$ cat config.mk
export PLATFORM = sky130hd
export DESIGN_NAME = control_sequencer
export DESIGN_NICKNAME = d
export VERILOG_FILES = /design/src/rtl/control_pkg.sv /design/src/rtl/ctl_wait_counter.sv /design/src/rtl/control_sequencer.sv
export SDC_FILE = /design/constraint.sdc
export NUM_CORES = 1
export LEC_CHECK = 0
export ABC_AREA = 1
export CAP_MARGIN = 40
export CORE_MARGIN = 5
export CORE_UTILIZATION = 43
export DETAILED_ROUTE_END_ITERATION = 7
export HOLD_SLACK_MARGIN = 0.15
export PLACE_DENSITY = 0.88
export RECOVER_POWER = 25
export SETUP_SLACK_MARGIN = 0.15
export SLEW_MARGIN = 20
export SYNTH_ARGS = -nofsm -noshare
export SYNTH_HDL_FRONTEND = slang
export SYNTH_SLANG_ARGS = --single-unit
$ cat constraint.sdc
create_clock -name clk -period 1.8 [get_ports clk]
set_input_delay 0.18 -clock clk [delete_from_list [all_inputs] [get_ports clk]]
set_output_delay 0.18 -clock clk [all_outputs]
set_load 0.02 [all_outputs]
$ cat src/rtl/control_pkg.sv
// control_pkg: shared constants for the hardwired control sequencer.
// Holds the opcode values (IR[31:27]), the 5-bit state encoding, the ALU
// function codes and small opcode-classification helpers.
package control_pkg;

    // Opcode field values
    localparam logic [4:0] OP_LD   = 5'b00000;
    localparam logic [4:0] OP_LDI  = 5'b00001;
    localparam logic [4:0] OP_ST   = 5'b00010;
    localparam logic [4:0] OP_ADD  = 5'b00011;
    localparam logic [4:0] OP_SUB  = 5'b00100;
    localparam logic [4:0] OP_AND  = 5'b00101;
    localparam logic [4:0] OP_OR   = 5'b00110;
    localparam logic [4:0] OP_ADDI = 5'b01100;
    localparam logic [4:0] OP_BR   = 5'b10010;
    localparam logic [4:0] OP_JAL  = 5'b10011;
    localparam logic [4:0] OP_JR   = 5'b10100;
    localparam logic [4:0] OP_NOP  = 5'b11010;
    localparam logic [4:0] OP_HALT = 5'b11011;

    // Sequencer states; the encoding is what state_out reports
    typedef enum logic [4:0] {
        ST_RESET    = 5'd0,
        ST_T0       = 5'd1,
        ST_T1       = 5'd2,
        ST_T2       = 5'd3,
        ST_T3       = 5'd4,
        ST_T4       = 5'd5,
        ST_T5       = 5'd6,
        ST_T6       = 5'd7,
        ST_T7       = 5'd8,
        ST_HALT     = 5'd9,
        ST_STEPWAIT = 5'd10
    } state_t;

    // ALU function codes
    localparam logic [3:0] ALU_ADD = 4'd0;
    localparam logic [3:0] ALU_SUB = 4'd1;
    localparam logic [3:0] ALU_AND = 4'd2;
    localparam logic [3:0] ALU_OR  = 4'd3;

    // Register-register ALU instruction (three-operand form)
    function automatic logic is_alu_rr(input logic [4:0] op);
        return (op == OP_ADD) || (op == OP_SUB) || (op == OP_AND) || (op == OP_OR);
    endfunction

    // ALU function for a register-register opcode
    function automatic logic [3:0] alu_code(input logic [4:0] op);
        logic [3:0] code;
        case (op)
            OP_SUB:  code = ALU_SUB;
            OP_AND:  code = ALU_AND;
            OP_OR:   code = ALU_OR;
            default: code = ALU_ADD;
        endcase
        return code;
    endfunction

endpackage

$ cat src/rtl/ctl_wait_counter.sv
// ctl_wait_counter: 3-bit dwell counter for memory T-states. Cleared while
// not dwelling, so it always starts at zero on entry to a memory state;
// done flags that the state has been held 1+MEM_WAIT cycles.
module ctl_wait_counter #(
    parameter int unsigned MEM_WAIT = 0
) (
    input  logic       clk,
    input  logic       rst_n,
    input  logic       clear,
    input  logic       enable,
    output logic [2:0] wcnt,
    output logic       done
);

    logic [2:0] cnt_r;

    // Count dwell cycles; clear has priority over enable
    always_ff @(posedge clk or negedge rst_n) begin
        if (!rst_n) begin
            cnt_r <= 3'd0;
        end else if (clear) begin
            cnt_r <= 3'd0;
        end else if (enable) begin
            cnt_r <= cnt_r + 3'd1;
        end else begin
            cnt_r <= cnt_r;
        end
    end

    assign wcnt = cnt_r;
    assign done = (cnt_r == 3'(MEM_WAIT));

endmodule

$ cat src/rtl/control_sequencer.sv
// control_sequencer: hardwired Moore control unit stepping the CPU datapath
// through fetch (T0..T2) and execute (T3..T7) states.
// Optional feature macro: CONTROL_SINGLE_STEP_EN adds a step input and a
// STEPWAIT state entered before every fetch.
module control_sequencer
    import control_pkg::*;
#(
    parameter int unsigned MEM_WAIT = 0
) (
    input  logic       clk,
    input  logic       clr,
    input  logic [4:0] ir_op,
    input  logic       con_ff,
`ifdef CONTROL_SINGLE_STEP_EN
    input  logic       step,
`endif
    output logic       PCout,
    output logic       PCin,
    output logic       IncPC,
    output logic       MARin,
    output logic       Read,
    output logic       Write,
    output logic       MDRin,
    output logic       MDRout,
    output logic       IRin,
    output logic       Yin,
    output logic       Zin,
    output logic       Zlowout,
    output logic       Gra,
    output logic       Grb,
    output logic       Grc,
    output logic       Rin,
    output logic       Rout,
    output logic       BAout,
    output logic       Cout,
    output logic       CONin,
    output logic       R15in,
    output logic [3:0] alu_op,
    output logic       run,
    output logic       illegal_op,
    output logic [4:0] state_out
);

`ifdef CONTROL_SINGLE_STEP_EN
    localparam state_t FETCH_ENTRY = ST_STEPWAIT;
`else
    localparam state_t FETCH_ENTRY = ST_T0;
`endif

    state_t     state_r;
    logic [2:0] wcnt_s;
    logic       wait_done_s;
    logic       mem_state_s;
    logic       wait_en_s;

    // Memory states: fetch read, LD data read, ST data write
    always_comb begin
        mem_state_s = 1'b0;
        case (state_r)
            ST_T1:   mem_state_s = 1'b1;
            ST_T6:   mem_state_s = (ir_op == OP_LD);
            ST_T7:   mem_state_s = (ir_op == OP_ST);
            default: mem_state_s = 1'b0;
        endcase
    end

    assign wait_en_s = mem_state_s & ~wait_done_s;

    ctl_wait_counter #(.MEM_WAIT(MEM_WAIT)) u_wait (
        .clk    (clk),
        .rst_n  (clr),
        .clear  (~wait_en_s),
        .enable (wait_en_s),
        .wcnt   (wcnt_s),
        .done   (wait_done_s)
    );

    // State register and transition logic
    always_ff @(posedge clk or negedge clr) begin
        if (!clr) begin
            state_r <= ST_RESET;
        end else begin
            case (state_r)
                ST_RESET: state_r <= FETCH_ENTRY;
                ST_T0:    state_r <= ST_T1;
                ST_T1:    state_r <= wait_done_s ? ST_T2 : ST_T1;
                ST_T2:    state_r <= ST_T3;
                ST_T3: begin
                    case (ir_op)
                        OP_HALT: state_r <= ST_HALT;
                        OP_LD, OP_LDI, OP_ST, OP_ADD, OP_SUB, OP_AND, OP_OR,
                        OP_ADDI, OP_BR, OP_JAL: state_r <= ST_T4;
                        default: state_r <= FETCH_ENTRY;  // JR, NOP, unknown
                    endcase
                end
                ST_T4:    state_r <= (ir_op == OP_JAL) ? FETCH_ENTRY : ST_T5;
                ST_T5: begin
                    case (ir_op)
                        OP_LD, OP_ST, OP_BR: state_r <= ST_T6;
                        default:             state_r <= FETCH_ENTRY;
                    endcase
                end
                ST_T6: begin
                    case (ir_op)
                        OP_LD:   state_r <= wait_done_s ? ST_T7 : ST_T6;
                        OP_ST:   state_r <= ST_T7;
                        default: state_r <= FETCH_ENTRY;
                    endcase
                end
                ST_T7: begin
                    case (ir_op)
                        OP_ST:   state_r <= wait_done_s ? FETCH_ENTRY : ST_T7;
                        default: state_r <= FETCH_ENTRY;
                    endcase
                end
                ST_HALT:  state_r <= ST_HALT;
`ifdef CONTROL_SINGLE_STEP_EN
                ST_STEPWAIT: state_r <= step ? ST_T0 : ST_STEPWAIT;
`endif
                default:  state_r <= ST_RESET;
            endcase
        end
    end

    // Moore strobe decode; ir_op/con_ff only steer T3 and later
    always_comb begin
        PCout = 1'b0; PCin = 1'b0; IncPC = 1'b0; MARin = 1'b0;
        Read = 1'b0; Write = 1'b0; MDRin = 1'b0; MDRout = 1'b0;
        IRin = 1'b0; Yin = 1'b0; Zin = 1'b0; Zlowout = 1'b0;
        Gra = 1'b0; Grb = 1'b0; Grc = 1'b0; Rin = 1'b0; Rout = 1'b0;
        BAout = 1'b0; Cout = 1'b0; CONin = 1'b0; R15in = 1'b0;
        alu_op = ALU_ADD;
        illegal_op = 1'b0;
        run = (state_r != ST_RESET) && (state_r != ST_HALT);
        case (state_r)
            ST_T0: begin PCout = 1'b1; MARin = 1'b1; end
            ST_T1: begin Read = 1'b1; MDRin = 1'b1; IncPC = (wcnt_s == 3'd0); end
            ST_T2: begin MDRout = 1'b1; IRin = 1'b1; end
            ST_T3: begin
                case (ir_op)
                    OP_ADD, OP_SUB, OP_AND, OP_OR, OP_ADDI:
                        begin Grb = 1'b1; Rout = 1'b1; Yin = 1'b1; end
                    OP_LDI, OP_LD, OP_ST:
                        begin Grb = 1'b1; BAout = 1'b1; Yin = 1'b1; end
                    OP_BR:  begin Gra = 1'b1; Rout = 1'b1; CONin = 1'b1; end
                    OP_JR:  begin Gra = 1'b1; Rout = 1'b1; PCin = 1'b1; end
                    OP_JAL: begin PCout = 1'b1; R15in = 1'b1; end
                    OP_NOP, OP_HALT: illegal_op = 1'b0;
                    default: illegal_op = 1'b1;
                endcase
            end
            ST_T4: begin
                if (is_alu_rr(ir_op)) begin
                    Grc = 1'b1; Rout = 1'b1; Zin = 1'b1; alu_op = alu_code(ir_op);
                end else begin
                    case (ir_op)
                        OP_ADDI, OP_LDI, OP_LD, OP_ST:
                            begin Cout = 1'b1; Zin = 1'b1; alu_op = ALU_ADD; end
                        OP_BR:  begin PCout = 1'b1; Yin = 1'b1; end
                        OP_JAL: begin Gra = 1'b1; Rout = 1'b1; PCin = 1'b1; end
                        default: alu_op = ALU_ADD;
                    endcase
                end
            end
            ST_T5: begin
                if (is_alu_rr(ir_op) || (ir_op == OP_ADDI) || (ir_op == OP_LDI)) begin
                    Zlowout = 1'b1; Gra = 1'b1; Rin = 1'b1;
                end else begin
                    case (ir_op)
                        OP_LD, OP_ST: begin Zlowout = 1'b1; MARin = 1'b1; end
                        OP_BR: begin Cout = 1'b1; Zin = 1'b1; alu_op = ALU_ADD; end
                        default: alu_op = ALU_ADD;
                    endcase
                end
            end
            ST_T6: begin
                case (ir_op)
                    OP_LD:   begin Read = 1'b1; MDRin = 1'b1; end
                    OP_ST:   begin Gra = 1'b1; Rout = 1'b1; MDRin = 1'b1; end
                    OP_BR:   begin Zlowout = 1'b1; PCin = con_ff; end
                    default: alu_op = ALU_ADD;
                endcase
            end
            ST_T7: begin
                case (ir_op)
                    OP_LD:   begin MDRout = 1'b1; Gra = 1'b1; Rin = 1'b1; end
                    OP_ST:   Write = 1'b1;
                    default: alu_op = ALU_ADD;
                endcase
            end
            default: alu_op = ALU_ADD;  // RESET, HALT, STEPWAIT: all strobes low
        endcase
    end

    assign state_out = state_r;

endmodule

==> impl_metrics.json <==
{
  "fin_skew_ns": 0.00397,
  "vdd_drop_max_uv": 810,
  "drc": 0,
  "root_buffer": "clkbuf_4",
  "antenna_found_initial": 0,
  "gp_congestion": 0.994,
  "avgSynthCellArea_um2": 6.08,
  "fin_util_pct": 88.2,
  "r2r_slack_ns": 0.19,
  "track_usage_pct": 26.6,
  "cp_max_fo": 4,
  "place_ws_ns": -0.586,
  "fmax_mhz": 516,
  "nNetsFinal": 263,
  "r2r_cells": 10,
  "worstPathRequired_ns": 1.62,
  "min_path_type": "input pin to async pin",
  "postPlaceCellArea_um2": 1650,
  "routedWlPerCell_um": 18.5,
  "htree_levels": 1,
  "start_util_pct": 44.3,
  "grt_pass1_wl_mm": 6.89,
  "stdcell_count": 280,
  "pwr_density_cell_nw_per_um2": 963,
  "cp.depth": 7,
  "synthesis.area_um2": 961,
  "path_common_cell": "buf_4",
  "ys_ff_latch": 7,
  "min_period_over_period_pct": 108,
  "hold_viol": 0,
  "grt_max_degree": 9,
  "cts_made_buffers": 3,
  "yosys.area.top_type": "dfrtp_1",
  "place_inst": 261,
  "yosysWarnings": 0,
  "slowest_delay_ns": 0.40,
  "path_cells": "inv_2 -> buf_12 -> nor3_4 -> buf_4 -> nand2_2 -> o21bai_1 -> buf_4",
  "numPortBuffers": 36,
  "viasPerCell": 5.81,
  "path_buf_inv": 4,
  "ys_seq_area_share_pct": 18.2,
  "synthTopCellsByArea": "dfrtp_1 (18%), nand2_1 (16%), nand3_1 (8.3%)",
  "core_um2": 2170,
  "antenna_cells": 0,
  "die_h_um": 57.3,
  "clkSinkCount": 7,
  "setup_viol": 7,
  "path_delay_family": "buffers and inverters",
  "cts_buffer_depth": 2,
  "grt-ovfl-total": 0,
  "drt-pass1-iter-count": 5,
  "crit_arrival_ns": 1.76,
  "max_cap_viol_count": 0,
  "critPathLaunchType": "flop",
  "wl_mm": 5.19,
  "dpl.hpwl_mm": 2.87,
  "rows": 17,
  "drive_gt1_share_pct": 60.3,
  "ios": 40,
  "insertion_delay_ns": 0.25,
  "violations": "setup timing",
  "slowest_stage": "dfrtp_1",
  "cts.clk_slew.worst_paths_ns": 0.05,
  "min_period_ns": 1.94,
  "synthToLayoutAreaGrowth_pct": 99.1,
  "cts_hold_buf": 0,
  "ys_types": 29,
  "crit_type": "flop to primary output",
  "cts_tree": "yes",
  "grt_pass1_vias": 1549,
  "setup_ws_ns": -0.136,
  "synth_top_cell_area_share_pct": 18.2,
  "p_total_mw": 1.84,
  "p_leak_nw": 1.04,
  "grt_setup_unrepaired": "true",
  "dieArea_um2": 3280,
  "status": "finished, violations left",
  "drv_slew": 0,
  "vias": 1626,
  "ant_nets": 0,
  "stdcell_area_um2": 1910,
  "syn_inst": 158,
  "crit_path_end_kind": "primary output",
  "drt_iter0_markers": 117,
  "die_width_um": 57.3
}
==> synthesized netlist by cell type (all sizes together) <==
| master | count |
|---|---|
| nand4 | 4 |
| nand3b | 1 |
| o2111ai | 1 |
| nand2 | 45 |
| ha | 2 |
| dfrtp | 7 |
| o21ai | 7 |
| conb | 1 |
| nor2 | 30 |
| a21oi | 2 |
| nor3 | 8 |
| xnor2 | 1 |
| o21bai | 1 |
| nand3 | 18 |
| o21a | 1 |
| inv | 25 |
| buf | 4 |
==> final timing paths <==
check                                          from                  endpoint
max                          state_out[1]$_DFF_PN0_                      PCin
min                                             clr    state_out[1]$_DFF_PN0_
max reg2reg                  state_out[3]$_DFF_PN0_    state_out[0]$_DFF_PN0_
min reg2reg                u_wait.wcnt[0]$_DFF_PN0_  u_wait.wcnt[0]$_DFF_PN0_
max in group asynchronous                       clr    state_out[2]$_DFF_PN0_
min in group clk           u_wait.wcnt[0]$_DFF_PN0_  u_wait.wcnt[0]$_DFF_PN0_
==> layout by cell type, fill, tap and decap left out, types with 6 or more instances in the layout <==
cell type  instances
buf_4             65
buf_6             12
dfrtp_1            6
inv_1             14
inv_2             10
nand2_1           24
nand2_2           16
nand3_1           14
nor2_1            13
nor2_2            11
nor2_4             6
==> area by class of cell <==
class                   instances  area [um^2]
multi-input cells             124          811
repair buffers                 92          768
fillers                        99          256
flip-flops and latches          7          176
inverters                      25         96.3
well taps                      28         35.0
clock buffers                   4         26.3
==> registers in the layout (all words and copies together) (netlist names) <==
| register | cells |
|---|---|
| u_wait.wcnt | 3 |
| state_out | 4 |
==> layer usage <==
metal | part of all wire (%) | wire [um] | global-route usage [%]
met1 | 34 | 1750 | 26.8
met2 | 49 | 2560 | 49.1
met5 | 0 | 0 | 0
met4 | 8.1 | 420 | 13.6
met3 | 8.8 | 455 | 7.92
==> where the power goes <==
part           leakage (nW)  internal [mW]  switching [mW]
combinational         0.929          0.639           0.828
sequential           0.0915          0.193          0.0384
clock                0.0150         0.0847          0.0588
total                  1.04          0.917           0.925
==> per-stage QoR <==
step	setup TNS (ns)	hold WS, ns
floorplan	0	-0.116
global placement	-8.14	0.440
detailed placement	-9.78	0.456
CTS	0	0.188
global route	-1.08	0.288
finish	-0.469	0.266
==> cell families after synthesis <==
kind of cell | count (synthesis) | share of synthesized area, %
AO/OA/AOI/OAI | 12 | 7.55
adder cells (fa/ha/maj) | 2 | 2.60
XOR/XNOR | 1 | 0.912
AND/OR/NAND/NOR | 106 | 56.8
other | 1 | 0.390
buffers and inverters | 29 | 13.5
flip-flops | 7 | 18.2
==> repair_timing <==
action | CTS | global route
cloned | 0 | 0
setup buffers | 9 | 6
pin swaps | 13 | 11
endpoints found under the hold margin | 0 | 0
setup endpoints to repair | 25 | 26
resized for setup | 146 | 38
Note: power is estimated with default switching activity, not from simulation.
